==> src/rtl/seq_alu_if.sv <==
// rtl/seq_alu_if.sv - handshake bundle between the datapath control and seq_alu
//
// Purpose: groups the request (op/operands) and response (result/flags)
// handshakes of seq_alu.
// Signals:
//   in_valid, op[2:0], data1, data2  request side, qualified by in_ready
//   in_ready                         ALU can take a request this cycle
//   out_valid, alu_out, flags[3:0]   registered result and {Z,N,C,V}
//   out_ready                        consumer takes the result
//   busy                             multiply in progress
// Modports: master drives requests and out_ready; slave is the ALU.
interface seq_alu_if #(
  parameter int WIDTH = 8
);
  logic             in_valid;
  logic             in_ready;
  logic [2:0]       op;
  logic [WIDTH-1:0] data1;
  logic [WIDTH-1:0] data2;
  logic             out_valid;
  logic             out_ready;
  logic [WIDTH-1:0] alu_out;
  logic [3:0]       flags;
  logic             busy;

  modport master (
    output in_valid, op, data1, data2, out_ready,
    input  in_ready, out_valid, alu_out, flags, busy
  );

  modport slave (
    input  in_valid, op, data1, data2, out_ready,
    output in_ready, out_valid, alu_out, flags, busy
  );
endinterface

==> src/rtl/seq_alu.sv <==
// rtl/seq_alu.sv - handshaked ALU with flags and iterative multiply
//
// Purpose: datapath ALU between register-file read and write-back.
// Ops: 000 NOP, 001 ADD, 010 SUB, 011 AND, 100 OR, 101 XOR, 110 SHL, 111 MUL.
// Single-cycle ops return their result the cycle after accept; MUL runs a
// shift-add loop of WIDTH cycles and returns WIDTH+1 cycles after accept.
// Ports:
//   clk      rising-edge clock
//   reset_n  synchronous active-low reset
//   bus      seq_alu_if.slave (in_valid/in_ready/op/data1/data2,
//            out_valid/out_ready/alu_out/flags, busy)
module seq_alu #(
  parameter int WIDTH  = 8,
  parameter bit MUL_EN = 1'b1
) (
  input logic      clk,
  input logic      reset_n,
  seq_alu_if.slave bus
);
  localparam int SW = $clog2(WIDTH);

  localparam logic [2:0] OP_NOP = 3'b000;
  localparam logic [2:0] OP_ADD = 3'b001;
  localparam logic [2:0] OP_SUB = 3'b010;
  localparam logic [2:0] OP_AND = 3'b011;
  localparam logic [2:0] OP_OR  = 3'b100;
  localparam logic [2:0] OP_XOR = 3'b101;
  localparam logic [2:0] OP_SHL = 3'b110;
  localparam logic [2:0] OP_MUL = 3'b111;

  localparam logic [1:0] S_IDLE = 2'b00;
  localparam logic [1:0] S_MUL  = 2'b01;
  localparam logic [1:0] S_DONE = 2'b10;

  localparam logic [SW-1:0] LAST_ITER = SW'(WIDTH - 1);

  logic [1:0]         state;
  logic [WIDTH-1:0]   res_q;
  logic [3:0]         flags_q;
  logic [SW-1:0]      cnt;
  logic [2*WIDTH-1:0] mcand;
  logic [WIDTH-1:0]   mplier;
  logic [2*WIDTH-1:0] acc;
  logic [2*WIDTH-1:0] acc_n;

  logic               accept;
  logic               is_mul;

  logic [WIDTH-1:0]   r_c;
  logic               c_c;
  logic               v_c;
  logic [WIDTH:0]     sum_x;
  logic [WIDTH:0]     dif_x;
  logic [WIDTH:0]     shl_x;

  assign bus.in_ready  = (state == S_IDLE) | ((state == S_DONE) & bus.out_ready);
  assign bus.out_valid = (state == S_DONE);
  assign bus.busy      = (state == S_MUL);
  assign bus.alu_out   = res_q;
  assign bus.flags     = flags_q;

  assign accept = bus.in_valid & bus.in_ready;
  assign is_mul = MUL_EN && (bus.op == OP_MUL);

  // One extra bit on the left captures carry/borrow, and for SHL it holds the
  // last bit pushed out (zero when the shift amount is zero).
  assign sum_x = {1'b0, bus.data1} + {1'b0, bus.data2};
  assign dif_x = {1'b0, bus.data1} - {1'b0, bus.data2};
  assign shl_x = {1'b0, bus.data1} << bus.data2[SW-1:0];

  always_comb begin
    r_c = '0;
    c_c = 1'b0;
    v_c = 1'b0;
    case (bus.op)
      OP_NOP: r_c = '0;
      OP_ADD: begin
        r_c = sum_x[WIDTH-1:0];
        c_c = sum_x[WIDTH];
        v_c = (bus.data1[WIDTH-1] == bus.data2[WIDTH-1]) &&
              (sum_x[WIDTH-1] != bus.data1[WIDTH-1]);
      end
      OP_SUB: begin
        r_c = dif_x[WIDTH-1:0];
        c_c = ~dif_x[WIDTH];
        v_c = (bus.data1[WIDTH-1] != bus.data2[WIDTH-1]) &&
              (dif_x[WIDTH-1] != bus.data1[WIDTH-1]);
      end
      OP_AND: r_c = bus.data1 & bus.data2;
      OP_OR:  r_c = bus.data1 | bus.data2;
      OP_XOR: r_c = bus.data1 ^ bus.data2;
      OP_SHL: begin
        r_c = shl_x[WIDTH-1:0];
        c_c = shl_x[WIDTH];
      end
      OP_MUL: r_c = '0;
    endcase
  end

  // One partial product per cycle: multiplicand walks left, multiplier right.
  assign acc_n = acc + (mplier[0] ? mcand : '0);

  always_ff @(posedge clk) begin
    if (!reset_n) begin
      state   <= S_IDLE;
      res_q   <= '0;
      flags_q <= '0;
      cnt     <= '0;
      mcand   <= '0;
      mplier  <= '0;
      acc     <= '0;
    end else if (accept) begin
      if (is_mul) begin
        state  <= S_MUL;
        mcand  <= {{WIDTH{1'b0}}, bus.data1};
        mplier <= bus.data2;
        acc    <= '0;
        cnt    <= '0;
      end else begin
        state   <= S_DONE;
        res_q   <= r_c;
        flags_q <= {(r_c == '0), r_c[WIDTH-1], c_c, v_c};
      end
    end else if (state == S_MUL) begin
      acc    <= acc_n;
      mcand  <= mcand << 1;
      mplier <= mplier >> 1;
      cnt    <= cnt + 1'b1;
      if (cnt == LAST_ITER) begin
        state   <= S_DONE;
        res_q   <= acc_n[WIDTH-1:0];
        flags_q <= {(acc_n[WIDTH-1:0] == '0), acc_n[WIDTH-1],
                    (|acc_n[2*WIDTH-1:WIDTH]), 1'b0};
      end
    end else if (state == S_DONE) begin
      if (bus.out_ready) state <= S_IDLE;
    end else begin
      // IDLE with nothing accepted, or an unused encoding.
      state <= S_IDLE;
    end
  end
endmodule
==> src/flat_wrapper.sv <==
// flat-port wrapper written by rule: the top's interface ports become plain ports
module seq_alu_flat 
#(
  parameter int WIDTH  = 8,
  parameter bit MUL_EN = 1'b1
)
  (clk, reset_n, bus_in_valid, bus_op, bus_data1, bus_data2, bus_out_ready, bus_in_ready, bus_out_valid, bus_alu_out, bus_flags, bus_busy);
  seq_alu_if #(.WIDTH(WIDTH)) bus_i ();
  input logic clk;
  input logic reset_n;
  input wire logic [$bits(bus_i.in_valid)-1:0] bus_in_valid;
  input wire logic [$bits(bus_i.op)-1:0] bus_op;
  input wire logic [$bits(bus_i.data1)-1:0] bus_data1;
  input wire logic [$bits(bus_i.data2)-1:0] bus_data2;
  input wire logic [$bits(bus_i.out_ready)-1:0] bus_out_ready;
  output wire logic [$bits(bus_i.in_ready)-1:0] bus_in_ready;
  output wire logic [$bits(bus_i.out_valid)-1:0] bus_out_valid;
  output wire logic [$bits(bus_i.alu_out)-1:0] bus_alu_out;
  output wire logic [$bits(bus_i.flags)-1:0] bus_flags;
  output wire logic [$bits(bus_i.busy)-1:0] bus_busy;
  assign bus_i.in_valid = bus_in_valid;
  assign bus_i.op = bus_op;
  assign bus_i.data1 = bus_data1;
  assign bus_i.data2 = bus_data2;
  assign bus_i.out_ready = bus_out_ready;
  assign bus_in_ready = bus_i.in_ready;
  assign bus_out_valid = bus_i.out_valid;
  assign bus_alu_out = bus_i.alu_out;
  assign bus_flags = bus_i.flags;
  assign bus_busy = bus_i.busy;
  seq_alu #(.WIDTH(WIDTH), .MUL_EN(MUL_EN)) u_core (.clk(clk), .reset_n(reset_n), .bus(bus_i));
endmodule
==> config.mk <==
export PLATFORM = sky130hd
export DESIGN_NAME = seq_alu_flat
export DESIGN_NICKNAME = d
export VERILOG_FILES = /design/src/rtl/seq_alu_if.sv /design/src/rtl/seq_alu.sv /design/src/flat_wrapper.sv
export SDC_FILE = /design/constraint.sdc
export NUM_CORES = 1
export LEC_CHECK = 0
export CELL_PAD_IN_SITES_DETAIL_PLACEMENT = 0
export CELL_PAD_IN_SITES_GLOBAL_PLACEMENT = 2
export CORE_UTILIZATION = 38
export DETAILED_ROUTE_END_ITERATION = 10
export PLACE_DENSITY_LB_ADDON = 0.1
export SLEW_MARGIN = 20
export SYNTH_ARGS = -nofsm -noshare
export SYNTH_HDL_FRONTEND = slang
export SYNTH_SLANG_ARGS = --single-unit
==> constraint.sdc <==
create_clock -name clk -period 5.5 [get_ports clk]
set_input_delay 1.375 -clock clk [delete_from_list [all_inputs] [get_ports clk]]
set_output_delay 1.375 -clock clk [all_outputs]
set_load 0.1 [all_outputs]
# After elaboration in Yosys (flattened, before gate mapping)
# Cells that the tools add are included.
# word_totals
ff_bits,57
inputBits,23
output_inout_bits,15
elab_cells,80
# classes
n_shift,1
n_mux,30
n_eq_ne,18
add_sub_neg,4
n_reduce_logical,13
n_bitwise,7
# ops
operator,n
16-bit 2-to-1 mux,7
8-bit 2-to-1 mux,7
8-bit case mux with 7 select lines,1
16-bit adder,1
8-bit zero test,2
4-bit 2-to-1 mux,4
"3-bit equality test, second input constant",5
2-bit 2-to-1 mux,6
8-bit by 8-bit adder with 9-bit output,1
3-bit 2-to-1 mux,3
8-bit by 3-bit left shift with 9-bit output,1
8-bit by 8-bit subtractor with 9-bit output,1
8-bit bitwise AND,1
8-bit bitwise OR,1
8-bit OR reduction,1
8-bit bitwise XOR,1
"3-bit by 2-bit equality test with 1-bit output, second input constant",2
"2-bit != test, second input constant",2
"4-bit by 2-bit != test with 1-bit output, second input constant",1
2-bit AND reduction,2
2-bit nonzero test,2
"3-bit by 1-bit adder with 3-bit output, second input constant",1
"3-bit by 1-bit equality test with 1-bit output, second input constant",1
3-bit zero test,1
14 further kinds,18

# Longest topological paths before layout
# Gate-level depths: netlist of run 1.
# logic_depth
depth_word,6
mapped_depth,11
depth_no_buf,11

# Worst setup path before layout of run 1
# No wires, ideal clock.
# synth_timing
path_type,input port to output port
from,input bus_out_ready
to,output bus_in_ready
arrival_ps,2713
cell_stages,2
path_buffers,0
t_required_ps,4125
path_slack_ps,1412
cell_sequence,nor2b_1 > nor2_1
# synth_between
elab_chain_len,2
# synth_rtl
element,line,text
start: declaration,flat_wrapper.sv:15,input wire logic [$bits(bus_i.out_ready)-1:0] bus_out_ready;
1-bit bitwise AND,seq_alu.sv:56,assign bus.in_ready = (state == S_IDLE) | ((state == S_DONE) & bus.out_ready);
1-bit bitwise OR,seq_alu.sv:56,
end: declaration,flat_wrapper.sv:16,output wire logic [$bits(bus_i.in_ready)-1:0] bus_in_ready;
# Every way passes these cells.

# Worst setup path in the final report of run 1
# layout_timing
from,input bus_data2[1]
to,register u_core.flags_q[3] (netlist: u_core.bus.flags[3])
# layout_between
elab_chain_len,5
word_cells_on_any_way,10
classes_between,2 x add/sub; 1 x shift; 3 x mux; 3 x bitwise; 1 x reduce/logical
# layout_rtl
element,line,text
start: declaration,flat_wrapper.sv:14,input wire logic [$bits(bus_i.data2)-1:0] bus_data2;
"8-bit by 8-bit subtractor with 9-bit output, or another cell as far along",seq_alu.sv:68,"assign dif_x = {1'b0, bus.data1} - {1'b0, bus.data2};"
8-bit case mux with 7 select lines (*),seq_alu.sv:75,case (bus.op)
8-bit zero test (*),seq_alu.sv:122,"flags_q <= {(r_c == '0), r_c[WIDTH-1], c_c, v_c};"
4-bit 2-to-1 mux (*),seq_alu.sv:113,if (is_mul) begin
4-bit 2-to-1 mux (*),seq_alu.sv:112,end else if (accept) begin
end signal: assignment,seq_alu.sv:122,
end signal: assignment,seq_alu.sv:132,"flags_q <= {(acc_n[WIDTH-1:0] == '0), acc_n[WIDTH-1],"
end: declaration,seq_alu.sv:39,logic [3:0] flags_q;
# Every way passes the cells marked *; elsewhere a longest branch is shown, timed or not. The select of a mux whose other input is x is not followed.
# A chain may end at the register's enable or synchronous reset.

==> flow_metrics.tcl, run 1 <==
set metrics [dict create \
    antenna_cells 0 \
    status "complete, no violations" \
    syn_inst 621 \
    grt_max_degree 45 \
    io-pin-count 38 \
    rows 40 \
    synth_enable_flop_cells 0 \
    synth_top_cell_by_area "dfxtp_1" \
    cts_root_buffer "clkbuf_16" \
    path_clk_slew_ns 0.07 \
    fin_setup_tns_ns 0 \
    p_per_area_nw_per_um2 200 \
    ir_worst_vdd_uv 101 \
    final_core_util_pct 44.5 \
    die_h_um 113 \
    hold_buffers 0 \
    worstSetupPathType "in -> reg" \
    cts_setup_buffers 0 \
    numCtsBuffers 5 \
    route.detailed.drc 0 \
    cts.repair.resized 0 \
    place_hpwl_um 11000 \
    syn_area_per_cell_um2 7.58 \
    max_stage_delay_ns 0.48 \
    fmax_mhz 239 \
    grt_overflow 0 \
    viasPerCell 5.67 \
    finalPower_mw 1.07 \
    path_cells "clkdlybuf4s50_1 > buf_4 > inv_1 > ha_1 > a21o_1 > a211o_1 > a2111oi_1 > o211ai_1 > o311ai_1 > a21oi_1 > o41ai_1" \
    synth_nets 689 \
    drt_iter0_drc 290 \
    synth_warnings 0 \
    endpoint_kind "flop" \
    io_buffers 37 \
    cp.arrival_ns 4.37 \
    grt_pass1_vias 4432 \
    start_util_pct 39.0 \
    synthDominantCellAreaShare_pct 23.8 \
    dr.pass1.iters 5 \
    die_x_um 113 \
    fin_crit_sh_pct 76.0 \
    clock-skew-final_ns 0.0102 \
    cts-htree-levels 2 \
    maxSlewHeadroom_pct 35.1 \
    grtUsageTotal_pct 23.2 \
    worstMarginPinSlew_ns 0.971 \
    maxCapViolCount 0 \
    core_um2 12100 \
    ys_seq_area_share_pct 23.8 \
    clkLatencyLatePin_ns 0.30 \
    p_leak_nw 2.12 \
    hp-class "reg -> reg" \
    dp_cells 802 \
    gp_congestion 0.936 \
    cts.path.max_buffers 2 \
    critPathMaxFanout 13 \
    period_needed_ns 4.18 \
    grt_pass1_wl_um 23300 \
    dieArea_um2 12800 \
    wire_per_inst_um 17.9 \
    synth_commonest_cells "nand2_1 (74), dfxtp_1 (56), nor2_1 (55)" \
    required_ns 5.69 \
    async_reset_ff_share_pct 0 \
    worst_path_max_delay_cell "a2111oi_1" \
    rsz0062_at_grt "false" \
    tritoncts "yes" \
    netlist_area_um2 4710 \
    slew_viol_final 0 \
    final-hold-violation-count 0 \
    postRouteAntennaNets 0 \
    critPathLaunchType "primary input" \
    drive_above_1_share_pct 5.61 \
    yosysMostFrequentCell "nand2_1" \
    holdWs_ns 0.459 \
    antenna_found_initial 0 \
    nets 709 \
    synth-seq-cells 56 \
    fin_cells 810 \
    num_vias 4591 \
    synth_ff_type "dfxtp_1" \
    setup_viol 0 \
    ys_top_cells_by_area "dfxtp_1 (24%), ha_1 (11%), nand2_1 (5.9%)" \
    cts_sinks 56 \
    synth.distinct_cells 72 \
    wl_um 14500 \
    area_delta_synth_final_pct 13.8 \
]
critical path, delay by kind of cell:
kind | cells | cell delay [ns]
fa+ha+maj | 1 | 0.36
buf+inv | 3 | 0.83
compound gates | 7 | 1.79
final cells by class:
type                            instances  area [µm²]
Sequential cell                        56        1120
Multi-Input combinational cell        492        3300
Inverter                               38         143
Timing Repair Buffer                   48         448
Clock inverter                          1        8.76
Tap cell                              168         210
Clock buffer                            7         133
Fill cell                            1244        6700
report_power, final:
group / total (mW) / internal (mW) / switching, mW
Sequential: 0.431 / 0.419 / 0.0121
Combinational: 0.317 / 0.106 / 0.211
Clock: 0.326 / 0.171 / 0.155
Total: 1.07 / 0.696 / 0.378
stage by stage:
stage	setup slack, ns	area (µm²)
6_report	1.32	5360
5_1_grt	1.13	5360
4_1_cts	1.37	5360
3_5_place_dp	1.09	5220
3_3_place_gp	1.14	5220
2_1_floorplan	1.41	4710
cell usage in the layout, fill, tap and decap left out, drive strengths merged, types with 3 or more instances in the layout:
cell type,instances
a211o,4
a211oi,6
a21o,8
a21oi,50
a221oi,5
a22oi,3
a311oi,15
a31oi,9
and2,21
and3,6
buf,13
clkbuf,7
clkdlybuf4s50,35
dfxtp,56
fa,3
ha,42
inv,37
mux2i,4
mux4,4
nand2,74
nand2b,12
nand3,31
nor2,55
nor2b,10
nor3,9
o2111ai,6
o211ai,13
o21a,4
o21ai,21
o21bai,5
o221a,5
o221ai,3
o22ai,7
o31ai,5
or2,5
or3,5
xnor2,8
xor2,5
logic make-up (layout without fill, tap and decap cells):
family	after synthesis	in the layout	share of synthesized area, %
flip-flops	56	56	23.8
buffers and inverters	73	94	6.16
AO/OA/AOI/OAI	183	183	26.9
XOR/XNOR	13	13	2.42
AND/OR/NAND/NOR	241	241	25.0
adder cells (fa/ha/maj)	45	45	12.4
multiplexers	10	10	3.24
flip-flops by register name (all words and copies together) (netlist names):
name                count
u_core.bus.flags        4
u_core.state            2
u_core.acc             16
u_core.cnt              3
u_core.mplier           8
u_core.mcand           16
u_core.bus.alu_out      7
path summary, 6_finish.rpt:
| check | from | endpoint | slack, ns | depth (start not counted) |
|---|---|---|---|---|
| setup / recovery | bus_data2[1] | u_core.bus.flags[3] | 1.32 | 11 |
| hold / removal | u_core.bus.alu_out[1] | u_core.bus.alu_out[1] | 0.46 | 2 |
| setup reg to reg | u_core.mplier[0] | u_core.bus.flags[1] | 2.27 | 10 |
| hold reg to reg | u_core.bus.alu_out[1] | u_core.bus.alu_out[1] | 0.46 | 2 |
metal layers:
layer  GRT usage (%)  up-vias  part of all wire, %
li1                -     2277                    -
met1            29.9     2152                   46
met2            39.3      132                   47
met3            2.41       30                  3.7
met4            10.0        0                  3.6
met5               0        -                    0
No activity file was read; power rests on OpenSTA's default activity.
==> run 2, diff against run 1 <==
- CORE_UTILIZATION: 38 -> 31
- clock period: 5.5 -> 3.8 ns (I/O delays scaled with it)
==> run 2 against run 1 <==
  * The run now ends with DRC left
  * Cell count rose by 5.3%
  * Flip-flop and latch count did not move
  * Clock power rose by 41%
  * Via count rose by 1.8%
  * Core utilization fell by 6.3 points
  * Critical path depth fell by 1
  * Register-to-register slack got worse by 1.5 ns
  * First-iteration DRC count fell by 23%
  * Power rose by 47%
  * Setup slack got worse by 1.1 ns
  * Critical endpoint unchanged
==> flow_metrics.tcl, run 2 (synthesized netlist as in run 1, its figures left out) <==
set metrics [dict create \
    status "complete, but fails checks" \
    violations "DRC" \
    drive_above_1_share_pct 10.0 \
    route.detailed.drc 1 \
    cts.repair.resized 0 \
    p_leak_nw 2.27 \
    wl_um 15700 \
    clkLatencyLatePin_ns 0.30 \
    core_um2 14700 \
    io-pin-count 38 \
    worstMarginPinSlew_ns 0.985 \
    holdWs_ns 0.452 \
    period_needed_ns 3.61 \
    hold_buffers 0 \
    layout_commonest_cell "nand2_1" \
    start_util_pct 32.0 \
    path_cells "clkdlybuf4s50_1 > inv_1 > ha_1 > a21o_1 > a211o_1 > a2111oi_1 > o211ai_1 > o311ai_1 > a21oi_1 > o41ai_1" \
    cts-htree-levels 2 \
    ir_worst_vdd_uv 162 \
    grt_pass1_wl_um 25600 \
    dr.pass1.iters 8 \
    required_ns 4.00 \
    viasPerCell 5.48 \
    whs_endpoint "u_core.bus.alu_out[1]" \
    post_dp_cell_area_um2 5470 \
    clock-skew-final_ns 0.00598 \
    postRouteAntennaNets 0 \
    cts_root_buffer "clkbuf_16" \
    min_from "u_core.bus.alu_out[1]" \
    fin_crit_sh_pct 95.1 \
    cts_setup_buffers 0 \
    die_h_um 125 \
    reg2reg_depth 10 \
    die_x_um 125 \
    top_regs "u_core.acc: 16 flops, u_core.mcand: 16 flops, u_core.mplier: 8 flops" \
    wire_per_inst_um 18.4 \
    worst_path_max_delay_cell "a2111oi_1" \
    maxSlewHeadroom_pct 34.1 \
    worstSetupPathType "in -> reg" \
    path_clk_slew_ns 0.07 \
    cts.path.max_buffers 2 \
    grt_max_degree 44 \
    grt_pass1_vias 4662 \
    nets 737 \
    fin_setup_tns_ns 0 \
    max_stage_delay_ns 0.64 \
    crit_buf_inv 2 \
    place_hpwl_um 12400 \
    critPathTopFamily "compound AO/OA/AOI/OAI gates" \
    r2r_start "u_core.mplier[0]" \
    tritoncts "yes" \
    nFillCells 1549 \
    final_cell_mix "nand2_1 (74), dfxtp_1 (56), nor2_1 (55)" \
    seqCellArea_um2 1120 \
    timing.rr.end "u_core.bus.flags[1]" \
    final-hold-violation-count 0 \
    antenna_cells 0 \
    drt_iter0_drc 222 \
    antenna_found_initial 0 \
    endpoint_kind "flop" \
    rows 44 \
    maxCapViolCount 0 \
    p_per_area_nw_per_um2 281 \
    gp_congestion 0.899 \
    num_vias 4674 \
    grt_overflow 0 \
    rsz0062_at_grt "false" \
    finalPower_mw 1.57 \
    area_delta_synth_final_pct 18.9 \
    fmax_mhz 277 \
    cts_sinks 56 \
    multi_input_comb_area_um2 3300 \
    setup_viol 0 \
    dieArea_um2 15700 \
    holdPathStages 2 \
    cp.arrival_ns 3.81 \
    critPathLaunchType "primary input" \
    critPathMaxFanout 4 \
    postLayoutCellArea_um2 5600 \
    numCtsBuffers 5 \
    slew_viol_final 0 \
    hp-class "reg -> reg" \
    io_buffers 37 \
    reg2reg_slack_ns 0.79 \
    grtUsageTotal_pct 20.6 \
]
[run 2: worst register-to-register path, stage by stage (launching register included)]
cell       delay (ns)
dfxtp_1          0.38
and2_1           0.20
ha_1             0.20
fa_1             0.44
a211o_1          0.30
a21oi_1          0.22
o21ai_0          0.20
a211oi_1         0.37
o2111ai_1        0.19
and4b_1          0.30
o22ai_1          0.09
[run 2: worst max path at each step]
stage	slack [ns]	depth (start not counted)	from	to
floorplan	0.42	7	bus_out_ready	u_core.bus.flags[2]
global placement	0.05	10	bus_data2[1]	u_core.bus.flags[3]
detailed placement	0.04	10	bus_data2[1]	u_core.bus.flags[3]
CTS	0.33	10	bus_data2[1]	u_core.bus.flags[3]
global route	0.06	10	bus_data2[1]	u_core.bus.flags[3]
finish	0.19	10	bus_data2[1]	u_core.bus.flags[3]
[run 2: routing by layer]
| metal | global-route usage, % | routed length, µm |
|---|---|---|
| met1 | 27.2 | 7450 |
| met2 | 34.8 | 7370 |
| met5 | 0 | 0 |
| met3 | 2.95 | 577 |
| met4 | 5.60 | 276 |
[run 2: metrics by stage]
step	cells	utilization, %	setup WS, ns
2_1_floorplan	621	-	0.423
3_3_place_gp	846	37.2	0.0499
3_5_place_dp	846	37.2	0.0361
4_1_cts	853	38.1	0.333
5_1_grt	853	38.1	0.0614
6_report	853	38.1	0.188
[run 2: cell type report]
type                       instances  share of cell area, %
multi-input combinational        492                   58.9
sequential                        56                   20.0
timing repair buffer              76                   12.1
tap                              184                   4.11
inverter                          38                   2.55
clock buffer                       6                   2.30
clock inverter                     1                 0.0893
[run 2: power by group]
| part | total, mW | switching [mW] | internal, mW |
|---|---|---|---|
| clock network | 0.459 | 0.218 | 0.241 |
| registers | 0.623 | 0.0164 | 0.607 |
| logic | 0.491 | 0.315 | 0.176 |
| total | 1.57 | 0.550 | 1.02 |
